**src/rtl/sub4b_serial.sv**
```systemverilog
// Bit-serial 4-bit subtractor A-B, LSB first, one full-subtractor cell and a registered borrow.
// Result latency: done pulses in the cycle after the 4th processing edge; start is ignored while busy.
module sub4b_serial (
  input  logic       clk,
  input  logic       rst,
  input  logic       start,
  input  logic [3:0] A,
  input  logic [3:0] B,
  output logic       busy,
  output logic       done,
  output logic [3:0] Diff,
  output logic       Bout,
  output logic       Ovf
);

  typedef enum logic [1:0] {IDLE, RUN, DONE} state_t;

  state_t     state_q, state_d;
  logic [3:0] a_q, a_d;
  logic [3:0] b_q, b_d;
  logic [1:0] idx_q, idx_d;
  logic       brw_q, brw_d;
  logic [2:0] acc_q, acc_d;
  logic [3:0] diff_q, diff_d;
  logic       bout_q, bout_d;
  logic       ovf_q, ovf_d;

  logic abit, bbit, dbit, bnext;

  // The single full-subtractor cell, fed from the bit selected by idx_q.
  assign abit  = a_q[idx_q];
  assign bbit  = b_q[idx_q];
  assign dbit  = abit ^ bbit ^ brw_q;
  assign bnext = (~abit & bbit) | (~(abit ^ bbit) & brw_q);

  always_comb begin
    state_d = state_q;
    a_d     = a_q;
    b_d     = b_q;
    idx_d   = idx_q;
    brw_d   = brw_q;
    acc_d   = acc_q;
    diff_d  = diff_q;
    bout_d  = bout_q;
    ovf_d   = ovf_q;
    case (state_q)
      IDLE, DONE: begin
        if (start) begin
          state_d = RUN;
          a_d     = A;
          b_d     = B;
          idx_d   = 2'd0;
          brw_d   = 1'b0;
        end else begin
          state_d = IDLE;
        end
      end
      RUN: begin
        // Partial difference bits shift in from the top; after bit 2 acc holds {d2,d1,d0}.
        acc_d = {dbit, acc_q[2:1]};
        brw_d = bnext;
        idx_d = idx_q + 2'd1;
        if (idx_q == 2'd3) begin
          state_d = DONE;
          diff_d  = {dbit, acc_q};
          bout_d  = bnext;
          ovf_d   = (a_q[3] ^ b_q[3]) & (dbit ^ a_q[3]);
        end
      end
      default: state_d = IDLE;
    endcase
  end

  always_ff @(posedge clk or posedge rst) begin
    if (rst) begin
      state_q <= IDLE;
      a_q     <= 4'd0;
      b_q     <= 4'd0;
      idx_q   <= 2'd0;
      brw_q   <= 1'b0;
      acc_q   <= 3'd0;
      diff_q  <= 4'd0;
      bout_q  <= 1'b0;
      ovf_q   <= 1'b0;
    end else begin
      state_q <= state_d;
      a_q     <= a_d;
      b_q     <= b_d;
      idx_q   <= idx_d;
      brw_q   <= brw_d;
      acc_q   <= acc_d;
      diff_q  <= diff_d;
      bout_q  <= bout_d;
      ovf_q   <= ovf_d;
    end
  end

  assign busy = (state_q == RUN);
  assign done = (state_q == DONE);
  assign Diff = diff_q;
  assign Bout = bout_q;
  assign Ovf  = ovf_q;

endmodule

```
**config.mk**
```make
export PLATFORM = sky130hd
export DESIGN_NAME = sub4b_serial
export DESIGN_NICKNAME = d
export VERILOG_FILES = /design/src/rtl/sub4b_serial.sv
export SDC_FILE = /design/constraint.sdc
export NUM_CORES = 1
export LEC_CHECK = 0
export BUFFER_PORTS_ARGS = -buffer_cell sky130_fd_sc_hd__clkbuf_2
export CORE_AREA = 2 2 44 46
export CTS_CLUSTER_DIAMETER = 100
export DETAILED_ROUTE_END_ITERATION = 10
export DIE_AREA = 0 0 46 48
export PLACE_DENSITY_LB_ADDON = 0.08
export SLEW_MARGIN = 20
export SYNTH_ARGS = -nofsm -noshare
export SYNTH_HDL_FRONTEND = slang
export SYNTH_SLANG_ARGS = --single-unit
```
**constraint.sdc**
```tcl
create_clock -name clk -period 4.1 [get_ports clk]
set_input_delay 0.205 -clock clk [delete_from_list [all_inputs] [get_ports clk]]
set_output_delay 0.205 -clock clk [all_outputs]
set_load 0.05 [all_outputs]
```
# Word-level counts from Yosys, hierarchy flattened
# Cells that the tools add are included.
# W data, S select, Z words.
[word_totals]
mem_bits_rw = 0
rom_bits = 0
register_bits = 22
output_inout_bits = 8
wordCells = 43
inputBits = 11
mem_count = 0
latchBits = 0
[op_classes]
n_shift = 0
bitwise_logic = 10
div = 0
n_reduce_logical = 6
order_cmp = 1
add_sub_neg = 1
mux = 11
multipliers = 0
n_eq_ne = 5
[ops]
columns = ["operator", "n"]
rows = [
  ["$pmux W2 S2", 2],
  ["$reduce_and A2 Y1", 3],
  ["$bmux W1 S2", 2],
  ["$eq A2 B2 Y1 const B", 2],
  ["$mux W1", 4],
  ["$mux W2", 2],
  ["$xor A1 B1 Y1", 4],
  ["$and A1 B1 Y1", 3],
  ["$lt A2 B3 Y1 const B", 1],
  ["$add A2 B1 Y2 const B", 1],
  ["$eq A2 B1 Y1 const B", 1],
  ["$logic_not A2 Y1", 1],
  ["$ne A2 B1 Y1 const B", 1],
  ["$ne A2 B2 Y1 const B", 1],
  ["$not A1 Y1", 2],
  ["$pmux W1 S2", 1],
  ["$reduce_bool A2 Y1", 1],
  ["$reduce_or A2 Y1", 1],
  ["$or A1 B1 Y1", 1],
]

# Logic depth before layout (Yosys ltp)
[logic_depth]
word_depth = 7
mapped_depth = 6
depth_no_buf = 6

# Worst setup path before layout
# Ideal clock, no wire load.
[synth_timing]
path_kind = "flip-flop to flip-flop"
start = "register idx_q[0]"
end = "register ovf_q (netlist: Ovf)"
arrival_time_ps = 1769
stages_incl_launch_ff = 7
slack_ps = 2200
n_path_buf = 0
synth_period_minus_slack_ps = 1900
required_time_ps = 3970
path_cell_list = "dfrtp_1 -> mux4_2 -> inv_1 -> fa_1 -> and3b_1 -> a21oi_1 -> o21ai_0"
[synth_between]
elab_chain_cells = 6
elab_cells_between_ends = 10
cone_classes = "eq/ne: 1; mux: 4; bitwise: 4; reduce/logical: 1"
[synth_rtl]
columns = ["item", "line", "source"]
rows = [
  ["start, declared", "21", "logic [1:0] idx_q, idx_d;"],
  ["start signal, assigned", "89", "idx_q <= idx_d;"],
  ["$bmux W1 S2, on equally long branches", "31, 32", ""],
  ["$mux W1, on equally long branches", "31, 32", ""],
  ["$xor A1 B1 Y1 (2 in series)", "33", "assign dbit = abit ^ bbit ^ brw_q;"],
  ["$xor A1 B1 Y1", "67", "ovf_d = (a_q[3] ^ b_q[3]) & (dbit ^ a_q[3]);"],
  ["$and A1 B1 Y1", "67", ""],
  ["end signal, assigned", "94", "ovf_q <= ovf_d;"],
  ["end, declared", "26", "logic ovf_q, ovf_d;"],
]
# Parallel ways exist; a longest one is shown, timed or not. The select of a mux whose other input is x is not followed.
# A chain may end at the register's enable or synchronous reset.

# Worst setup path after layout
# Ends and elaborated chain as after synthesis.

==> results.md <==
* Total CTS buffers at 3
* Status: finished, final reports clean
* Least-Margin Pin Slew at roughly 820 ps
* Ratio of cells with drive above 1 in the final layout at between 40% and 50%
* Initial Util at between 50% and 60%
* Critical Path Stages at 6
* Worst EP arrival at 2180 ps
* N_diodes at 0
* Clk Tree Root Cell: clkbuf_4
* Mean Syn Cell Area at about 15 um2
* GPL Wtd Cong at 0.7451
* ANT nets after route at 0
* HP Class: primary input to async pin
* CP Launch Point: idx_q[0]$_DFFE_PP0P_
* Tmin final at 1982 ps
* DRT Wirelength at 1.386 mm
* Setup repair bufs after CTS at 0
* Post-Place Cells at a little under 100
* Final setup viols at 0
* Crit-path cells: mux4_2 -> inv_1 -> fa_1 -> and3b_1 -> a21oi_1 -> o21ai_0
* Fmax at 504.6 MHz
* Layout Cells excl Fill at 101
* Reg clk slew, reported paths at ~120 ps
* Origin of the critical flop-to-flop path: idx_q[0]$_DFFE_PP0P_
* Syn nets at 77
* Vias at 538
* Unrepaired setup endpoints after global routing: false
* DIE HEIGHT at 48 um
* Critical path buffer and inverter count at 1
* H-tree levels at 1
* Critical path class: flip-flop to flip-flop
* Antenna violations before repair at 0
* Slew headroom at 45.04%
* Tot GR Track Use at about 15%
* Worst Clk Skew at 10.57 ps
* Final Cycle Share at 48.34%
* Boundary pin count at 19
* IO buf count at 18
* CP required at 4300 ps
* # hold bufs at CTS at 0
* Synth Cell Area at 938.4 um2
* Final HPWL DP at roughly 1.1 mm
* Drt drc at 0
* Cell Rows at 15
* Initial DRC Count at 3
* Largest net degree at the start of global routing at 23
* Global route overflow at 0
* Setup crit end kind: flip-flop
* Seq/Total Area, Yosys at roughly three fifths
* CTS Sinks at 22
* CP max-delay cell: mux4_2
* Post-CTS resize count at 0
* Startpoint types: flip-flop
* Max-slew violations at 0
* Post-synthesis register bit count at 22
* CTS tree: built
* Final Hold Viols at 0
* Core ar. at 0.001689 mm2
* Vias/cell at 5.327
* Mapped Cells at 64
* Layout Nets at 98
* # Max-Cap Violations at 0
* Clock Path Buffers at 2
* R2R depth at 6
* Warnings from Yosys at 0
* First-pass GRT wire length at between 2 and 2.5 mm
* Setup TNS Final at 0 ps
* FF-to-FF setup slack at 2120 ps
* CP max FO at 4
* DR pass1 iterations at 4
* Synth unique cells at 19
* Worst Setup EP: Ovf$_DFFE_PP0P_
* Routed WL per cell at approximately 14 um
* Clk Latency, worst-skew pair at 300 ps
* Die area at 0.002208 mm2
* Vias in the first global route at roughly 500
* Critical path's top delay family: multiplexers
* Reg-to-Reg End: Ovf$_DFFE_PP0P_
* Synth-to-layout area growth at 15.47%
* Crit-path max cell delay at 520 ps
* Chip Width at 46 um
## area by class of cell
cell class / instances / area (um2)
Timing Repair Buffer: 18 / 90.09
Clock buffer: 3 / 22.52
Sequential cell: 22 / 550.5
Fill cell: 142 / 605.6
Tap cell: 17 / 21.27
Multi-Input combinational cell: 36 / 354.1
Inverter: 4 / 15.01
Clock inverter: 1 / 30.03
## cell usage after synthesis
master	number	area (um2)
buf_6	1	11.26
and2b_1	2	15.01
mux2_2	15	168.9
o21ai_0	2	10.01
nor2_2	1	6.260
nor2b_1	1	6.260
fa_1	1	20.02
buf_4	1	7.510
dfrtp_1	22	550.5
nand3b_2	1	11.26
a21o_1	1	7.510
mux4_2	2	45.04
and3b_1	1	8.760
a21oi_1	2	10.01
a22o_1	2	17.52
ha_1	1	12.51
nand2_1	2	7.510
nor2_1	2	7.510
inv_1	4	15.01
## per-layer routing
layer | track usage, % | share of wire (%) | vias up
li1 | - | - | 260
met4 | 6.857 | 0.72 | 0
met5 | 0 | 0 | -
met3 | 3.774 | 6.1 | 2
met1 | 22.03 | 48 | 259
met2 | 21.67 | 45 | 17
## cells in the final DEF (no fill, tap or decap), drive strengths merged
cell | synthesis | routed
mux2 | 15 | 15
dfrtp | 22 | 22
clkbuf | 0 | 21
nand2 | 2 | 2
bufinv | 0 | 1
mux4 | 2 | 2
fa | 1 | 1
nor2 | 3 | 3
inv | 4 | 4
and2b | 2 | 2
a21o | 1 | 1
and3b | 1 | 1
ha | 1 | 1
nand3b | 1 | 1
nor2b | 1 | 1
a22o | 2 | 2
a21oi | 2 | 2
o21ai | 2 | 2
## stage by stage
step	area (um2)	hold slack [ps]	setup slack [ps]	util, %
2_1_floorplan	938.4	194.2	2200	-
3_5_place_dp	1031	379.7	2098	61.04
5_1_grt	1084	84.90	1993	64.15
6_report	1084	6.477	2118	64.15
3_3_place_gp	1031	373.9	2165	61.04
4_1_cts	1084	28.48	2087	64.15
## cells by family after synthesis
kind of cell / after synthesis / synth area share (%)
DFF: 22 / 58.67
muxes: 17 / 22.80
and+or+nand+nor: 10 / 6.668
AOI/OAI and AO/OA: 7 / 4.801
buffers and inverters: 6 / 3.600
adders and majority gates: 2 / 3.467
## registers in the layout (all words and copies together) (netlist names)
register,count
Diff,4
a_q,4
b_q,4
acc_q,3
idx_q,2
state_q,2
Bout,1
Ovf,1
brw_q,1
## how the worst min path moves through the flow
stage / start / end / slack, ps
6_report: rst / acc_q[1]$_DFFE_PP0P_ / 6
4_1_cts: rst / b_q[3]$_DFFE_PP0P_ / 30
2_1_floorplan: rst / Bout$_DFFE_PP0P_ / 190
5_1_grt: rst / brw_q$_DFFE_PP0P_ / 80
3_3_place_gp: rst / Bout$_DFFE_PP0P_ / 370
3_5_place_dp: rst / Diff[1]$_DFFE_PP0P_ / 380
Power is not shown: default switching activity piles up to over one toggle a cycle in this logic, so the estimate is an artifact.
